### src/rtl/jamma_pkg.sv
// jamma_pkg: scan state encoding, joystick bit indices and select decode shared by the JAMMA cores
package jamma_pkg;
  typedef logic [1:0] scan_state_t;
  localparam scan_state_t SEL1  = 2'd0;
  localparam scan_state_t SAMP1 = 2'd1;
  localparam scan_state_t SEL2  = 2'd2;
  localparam scan_state_t SAMP2 = 2'd3;
  localparam int JOY_UP    = 0;
  localparam int JOY_DOWN  = 1;
  localparam int JOY_LEFT  = 2;
  localparam int JOY_RIGHT = 3;
  localparam int JOY_FIRE1 = 4;
  localparam int JOY_FIRE2 = 5;
  localparam int JOY_START = 7;
  function automatic logic sel_of(input scan_state_t s);
    return s == SEL2 || s == SAMP2;
  endfunction
endpackage

### src/rtl/jamma_joy_scanner_if.sv
// jamma_joy_scanner_if: adapter bus, keyboard joystick and debounced outputs of the joystick scanner
interface jamma_joy_scanner_if;
  logic [7:0] jjoy;
  logic [1:0] jcoin;
  logic [5:0] kbd_joy;
  logic       jselect;
  logic [7:0] joy1;
  logic [7:0] joy2;
  logic [1:0] coin;
  logic       scan_done;
  modport master (input jjoy, jcoin, kbd_joy, output jselect, joy1, joy2, coin, scan_done);
  modport slave  (output jjoy, jcoin, kbd_joy, input jselect, joy1, joy2, coin, scan_done);
endinterface

### src/rtl/jamma_debounce_bit.sv
// jamma_debounce_bit: one active-low input bit that only changes after DEBOUNCE_COUNT consecutive differing samples
module jamma_debounce_bit #(
  parameter int DEBOUNCE_COUNT = 4
) (
  input  logic pclk,
  input  logic Reset_n,
  input  logic eval,
  input  logic raw,
  output logic stable
);
  localparam logic [3:0] THRESH = 4'(DEBOUNCE_COUNT);
  logic [3:0] cnt;
  always_ff @(posedge pclk or negedge Reset_n)
    if (!Reset_n) begin
      cnt    <= '0;
      stable <= 1'b1;
    end else if (eval) begin
      if (raw == stable) cnt <= '0;
      else if (cnt + 4'd1 == THRESH) begin
        stable <= raw;
        cnt    <= '0;
      end else cnt <= cnt + 4'd1;
    end
endmodule

### src/rtl/jamma_joy_scanner.sv
// jamma_joy_scanner: time-multiplexes the shared JJOY bus between two players, debounces joysticks and coins
module jamma_joy_scanner
  import jamma_pkg::*;
#(
  parameter int SETTLE_CYCLES  = 8,
  parameter int DEBOUNCE_COUNT = 4
) (
  input logic               pclk,
  input logic               Reset_n,
  jamma_joy_scanner_if.master bus
);
  localparam logic [7:0] SETTLE_LAST = 8'(SETTLE_CYCLES - 1);
  logic [7:0]  joy_m, joy_s, raw1, raw2;
  logic [1:0]  coin_m, coin_s, rawc;
  scan_state_t state, state_nx;
  logic [7:0]  cnt, cnt_nx;
  logic        in_sel, settled, jselect_q, eval1, done_q;
  logic [17:0] raw_all, eval_all, stable_all;
  always_ff @(posedge pclk or negedge Reset_n)
    if (!Reset_n) begin
      joy_m  <= '1;
      joy_s  <= '1;
      coin_m <= '1;
      coin_s <= '1;
    end else begin
      joy_m  <= bus.jjoy;
      joy_s  <= joy_m;
      coin_m <= bus.jcoin;
      coin_s <= coin_m;
    end
  // SEL states wait out the settle window; SAMP states last one cycle and advance unconditionally
  always_comb begin
    in_sel   = state == SEL1 || state == SEL2;
    settled  = cnt == SETTLE_LAST;
    cnt_nx   = (in_sel && !settled) ? cnt + 8'd1 : 8'd0;
    state_nx = (in_sel && !settled) ? state : scan_state_t'(state + 2'd1);
  end
  always_ff @(posedge pclk or negedge Reset_n)
    if (!Reset_n) begin
      state     <= SEL1;
      cnt       <= '0;
      jselect_q <= 1'b0;
      eval1     <= 1'b0;
      done_q    <= 1'b0;
      raw1      <= '1;
      raw2      <= '1;
      rawc      <= '1;
    end else begin
      state     <= state_nx;
      cnt       <= cnt_nx;
      jselect_q <= sel_of(state_nx);
      eval1     <= state == SAMP1;
      done_q    <= state == SAMP2;
      raw1      <= state == SAMP1 ? joy_s : raw1;
      rawc      <= state == SAMP1 ? coin_s : rawc;
      raw2      <= state == SAMP2 ? joy_s : raw2;
    end
  assign raw_all  = {rawc, raw2, raw1};
  assign eval_all = {{2{eval1}}, {8{done_q}}, {8{eval1}}};
  for (genvar i = 0; i < 18; i++) begin : g_db
    jamma_debounce_bit #(.DEBOUNCE_COUNT(DEBOUNCE_COUNT)) u_db (
      .pclk   (pclk),
      .Reset_n(Reset_n),
      .eval   (eval_all[i]),
      .raw    (raw_all[i]),
      .stable (stable_all[i])
    );
  end
  assign bus.jselect   = jselect_q;
  assign bus.joy1      = stable_all[7:0] & {2'b11, bus.kbd_joy};
  assign bus.joy2      = stable_all[15:8];
  assign bus.coin      = stable_all[17:16];
  assign bus.scan_done = done_q;
endmodule

### src/flat_wrapper.sv
// flat-port wrapper written by rule: the top's interface ports become plain ports
module jamma_joy_scanner_flat import jamma_pkg::*;
#(
  parameter int SETTLE_CYCLES  = 8,
  parameter int DEBOUNCE_COUNT = 4
)
  (pclk, Reset_n, bus_jjoy, bus_jcoin, bus_kbd_joy, bus_jselect, bus_joy1, bus_joy2, bus_coin, bus_scan_done);
  jamma_joy_scanner_if bus_i ();
  input logic pclk;
  input logic Reset_n;
  input wire logic [$bits(bus_i.jjoy)-1:0] bus_jjoy;
  input wire logic [$bits(bus_i.jcoin)-1:0] bus_jcoin;
  input wire logic [$bits(bus_i.kbd_joy)-1:0] bus_kbd_joy;
  output wire logic [$bits(bus_i.jselect)-1:0] bus_jselect;
  output wire logic [$bits(bus_i.joy1)-1:0] bus_joy1;
  output wire logic [$bits(bus_i.joy2)-1:0] bus_joy2;
  output wire logic [$bits(bus_i.coin)-1:0] bus_coin;
  output wire logic [$bits(bus_i.scan_done)-1:0] bus_scan_done;
  assign bus_i.jjoy = bus_jjoy;
  assign bus_i.jcoin = bus_jcoin;
  assign bus_i.kbd_joy = bus_kbd_joy;
  assign bus_jselect = bus_i.jselect;
  assign bus_joy1 = bus_i.joy1;
  assign bus_joy2 = bus_i.joy2;
  assign bus_coin = bus_i.coin;
  assign bus_scan_done = bus_i.scan_done;
  jamma_joy_scanner #(.SETTLE_CYCLES(SETTLE_CYCLES), .DEBOUNCE_COUNT(DEBOUNCE_COUNT)) u_core (.pclk(pclk), .Reset_n(Reset_n), .bus(bus_i));
endmodule
### config.mk
export PLATFORM = sky130hd
export DESIGN_NAME = jamma_joy_scanner_flat
export DESIGN_NICKNAME = d
export VERILOG_FILES = /design/src/rtl/jamma_pkg.sv /design/src/rtl/jamma_joy_scanner_if.sv /design/src/rtl/jamma_debounce_bit.sv /design/src/rtl/jamma_joy_scanner.sv /design/src/flat_wrapper.sv
export SDC_FILE = /design/constraint.sdc
export NUM_CORES = 1
export LEC_CHECK = 0
export ABC_AREA = 1
export ABC_CLOCK_PERIOD_IN_PS = 1900
export CORE_MARGIN = 2
export CORE_UTILIZATION = 54
export CTS_BUF_LIST = sky130_fd_sc_hd__clkbuf_4 sky130_fd_sc_hd__clkbuf_8 sky130_fd_sc_hd__clkbuf_16
export CTS_CLUSTER_DIAMETER = 30
export DETAILED_ROUTE_END_ITERATION = 10
export GPL_ROUTABILITY_DRIVEN = 0
export PLACE_DENSITY_LB_ADDON = 0.1
export SYNTH_ARGS = -nofsm -noshare
export SYNTH_HDL_FRONTEND = slang
export SYNTH_HIERARCHICAL = 1
export SYNTH_SLANG_ARGS = --single-unit
### constraint.sdc
create_clock -name pclk -period 1.9 [get_ports pclk]
set_clock_uncertainty 0.15 [all_clocks]
set_input_delay 0.57 -clock pclk [delete_from_list [all_inputs] [get_ports pclk]]
set_output_delay 0.57 -clock pclk [all_outputs]
set_load 0.05 [all_outputs]
==> impl_metrics.py <==
metrics = {
    "min_path": {
        "holdPathStages": 0,
        "hold_class": "register to register",
    },
    "final_layout": {
        "nets": 918,
        "drive_gt1_frac": 0.207,
        "fin_util": 0.667,
        "area_growth_pct": 20.9,
        "final_common_cell": "nand2_1",
        "final_cell_area_mm2": 0.00839,
        "antennaDiodeCount": 0,
        "mostFrequentLayoutCells": "nand2_1 (215), inv_1 (151), dfrtp_1 (83)",
    },
    "floorplan": {
        "die_w_um": 117,
        "die_y_um": 117,
        "dieArea_mm2": 0.0138,
        "design.portCount": 38,
        "rows": 41,
        "start_util": 0.552,
        "core_region_area_mm2": 0.0126,
    },
    "clocking": {
        "insertion_delay_ns": 0.41,
        "clk_pin_slew_worst_paths_ns": 0.06,
        "cts_sinks": 140,
        "tritoncts": "yes",
        "root_buffer": "clkbuf_16",
        "numCtsBuffers": 17,
        "cts_max_level": 4,
        "clock_path_buffers": 2,
    },
    "power": {
        "p_sw_mw": 1.50,
        "internal_power_mw": 5.26,
        "p_clk_frac": 0.478,
        "p_leak_nw": 4.17,
        "pwr-share-seq": 0.475,
        "peakVddDrop_uv": 592,
        "p_per_area_mw_per_mm2": 806,
        "p_comb_frac": 0.048,
        "p_sw_frac": 0.222,
    },
    "timing": {
        "hold_viol": 0,
        "rsz0062_at_grt": "true",
        "fmax_ghz": 0.518,
        "finalCriticalPeriod_ns": 1.93,
        "relSlewSlack": 0.769,
        "final_max_slew_viol_count": 0,
        "worstMarginPinSlew_ns": 0.347,
        "post-route-period-util": 1.02,
        "whs_ns": 0.205,
        "setup_violations": 4,
        "final.setup.worst_slack_ns": -0.0313,
    },
    "detailed_routing": {
        "first_pass_iters": 4,
        "viasPerCell": 4.97,
        "drc": 0,
        "routed_wl_um": 12800,
        "wire_per_inst_um": 12.1,
        "via_count": 5278,
        "drt_first_iter_violations": 398,
        "ant_nets": 0,
    },
    "critical_path": {
        "crit_family": "flip-flops",
        "reg2reg_depth": 6,
        "slowest_delay_ns": 0.56,
        "cp.arrival_ns": 1.21,
        "cp.depth": 3,
        "required_ns": 1.18,
        "critPathMaxFanout": 2,
        "critPathBufInv": 2,
        "critPathKind": "register to output port",
        "startpoint_type": "register",
        "cp-end-kind": "output port",
        "slowest_stage": "dfstp_2",
        "path_cells": "nand2_2 > inv_2 > buf_12",
        "rrSetupSlack_ns": 0.38,
    },
    "synthesis": {
        "syn_area_per_cell_um2": 8.49,
        "ys_ff_latch": 140,
        "syn-num-nets": 858,
        "syn_inst": 817,
        "yosys_warnings": 6,
        "ys_types": 22,
        "synth.cell_area_mm2": 0.00693,
        "ys_seq_area_frac": 0.515,
    },
    "placed_design": {
        "dpl_cell_area_mm2": 0.00774,
        "io_buffers": 37,
        "dpl.hpwl_um": 8810,
    },
    "outcome": {
        "status": "complete, but fails checks",
        "violations": "setup timing",
    },
    "global_route": {
        "antenna_found_initial": 0,
        "grt_pass1_wl_um": 23000,
        "grt_usage": 0.203,
        "gr-total-overflow": 0,
        "grt_pass1_vias": 5245,
        "grt_max_degree": 49,
    },
    "run": {
        "cap_violations": 0,
    },
}
[Yosys cell counts]
cell type	number	area share
inv_1	157	0.085
xor2_1	1	0.0013
nand3_2	1	0.0014
nand2_1	221	0.12
mux2_2	18	0.029
nand4_1	36	0.032
xnor2_1	19	0.024
nor2_1	30	0.016
buf_4	12	0.013
o21ai_0	55	0.040
o21ai_4	1	0.0023
inv_2	2	0.0011
nor2_2	20	0.018
nand3_1	75	0.054
ha_1	23	0.042
nand2_2	1	0.00090
dfstp_2	56	0.21
dfrtp_1	84	0.30
nor2_4	1	0.0016
buf_2	2	0.0014
or2_2	1	0.00090
nor3_1	1	0.00072
[through the flow]
step                      power [mW]  setup slack [ns]  cells  setup TNS (ns)
after floorplan                 3.40             0.119    817               0
after global placement          3.56            -0.113   1023          -0.661
after detailed placement        3.58            -0.126   1023          -0.692
after CTS                       6.85           -0.0504   1062          -0.186
after global routing            7.05           -0.0768   1062          -0.359
final                           6.76           -0.0313   1062         -0.0726
[cell type report]
type	count	area, um^2
sequential	140	3570
fill	992	4180
inverter	159	597
timing repair buffer	55	739
clock inverter	12	121
multi-input combinational	504	2680
tap	172	215
clock buffer	20	460
[power by group through the flow]
stage	combinational (mW)	sequential (mW)	clock [mW]
5_1_grt	0.372	3.22	3.45
4_1_cts	0.329	3.21	3.31
3_3_place_gp	0.310	3.25	0
2_1_floorplan	0.168	3.23	0
3_5_place_dp	0.321	3.26	0
6_report	0.321	3.21	3.23
[sequential cells by signal, summed over array words and instances (netlist names), 2 cells and up]
name / cells
u_core/joy_s: 8
u_core/cnt: 8
u_core/raw1: 8
u_core/coin_s: 2
u_core/rawc: 2
u_core/joy_m: 8
u_core/g_db.u_db/cnt: 72
u_core/g_db.u_db/stable: 18
u_core/coin_m: 2
u_core/raw2: 8
[cell families (layout without fill, tap and decap cells)]
group                    Yosys count  in the layout  synth area share
AO/OA/AOI/OAI                     56             56            0.0420
XOR/XNOR                          20             20            0.0253
adder cells (fa/ha/maj)           23             23            0.0415
buffers and inverters            173            246             0.101
flip-flops                       140            140             0.515
multiplexers                      18             18            0.0292
AND/OR/NAND/NOR                  387            387             0.246
[routing by layer]
metal,track usage,vias to the layer above,share of wire
met5,0,-,0
met4,0.0798,0,0.018
met3,0.0525,19,0.032
met2,0.348,67,0.51
met1,0.245,2505,0.44
li1,-,2687,-
[path summary, 6_finish.rpt]
path                                       startpoint                          end
setup / recovery           u_core/g_db[4].u_db/stable                  bus_joy1[4]
hold / removal                        u_core/joy_m[4]              u_core/joy_s[4]
setup reg to reg                   u_core/bus.jselect              u_core/state[0]
hold reg to reg                       u_core/joy_m[4]              u_core/joy_s[4]
max in group asynchronous                     Reset_n               u_core/raw1[0]
min in group asynchronous                     Reset_n  u_core/g_db[14].u_db/cnt[2]
[repair_timing]
action | in CTS | in global routing
pin swaps | 6 | 0
setup endpoints to repair | 6 | 6
setup buffers | 6 | 0
endpoints found under the hold margin | 14 | 0
resized for setup | 15 | 3
hold buffers | 1 | 0
No activity file was read; power rests on OpenSTA's default activity.
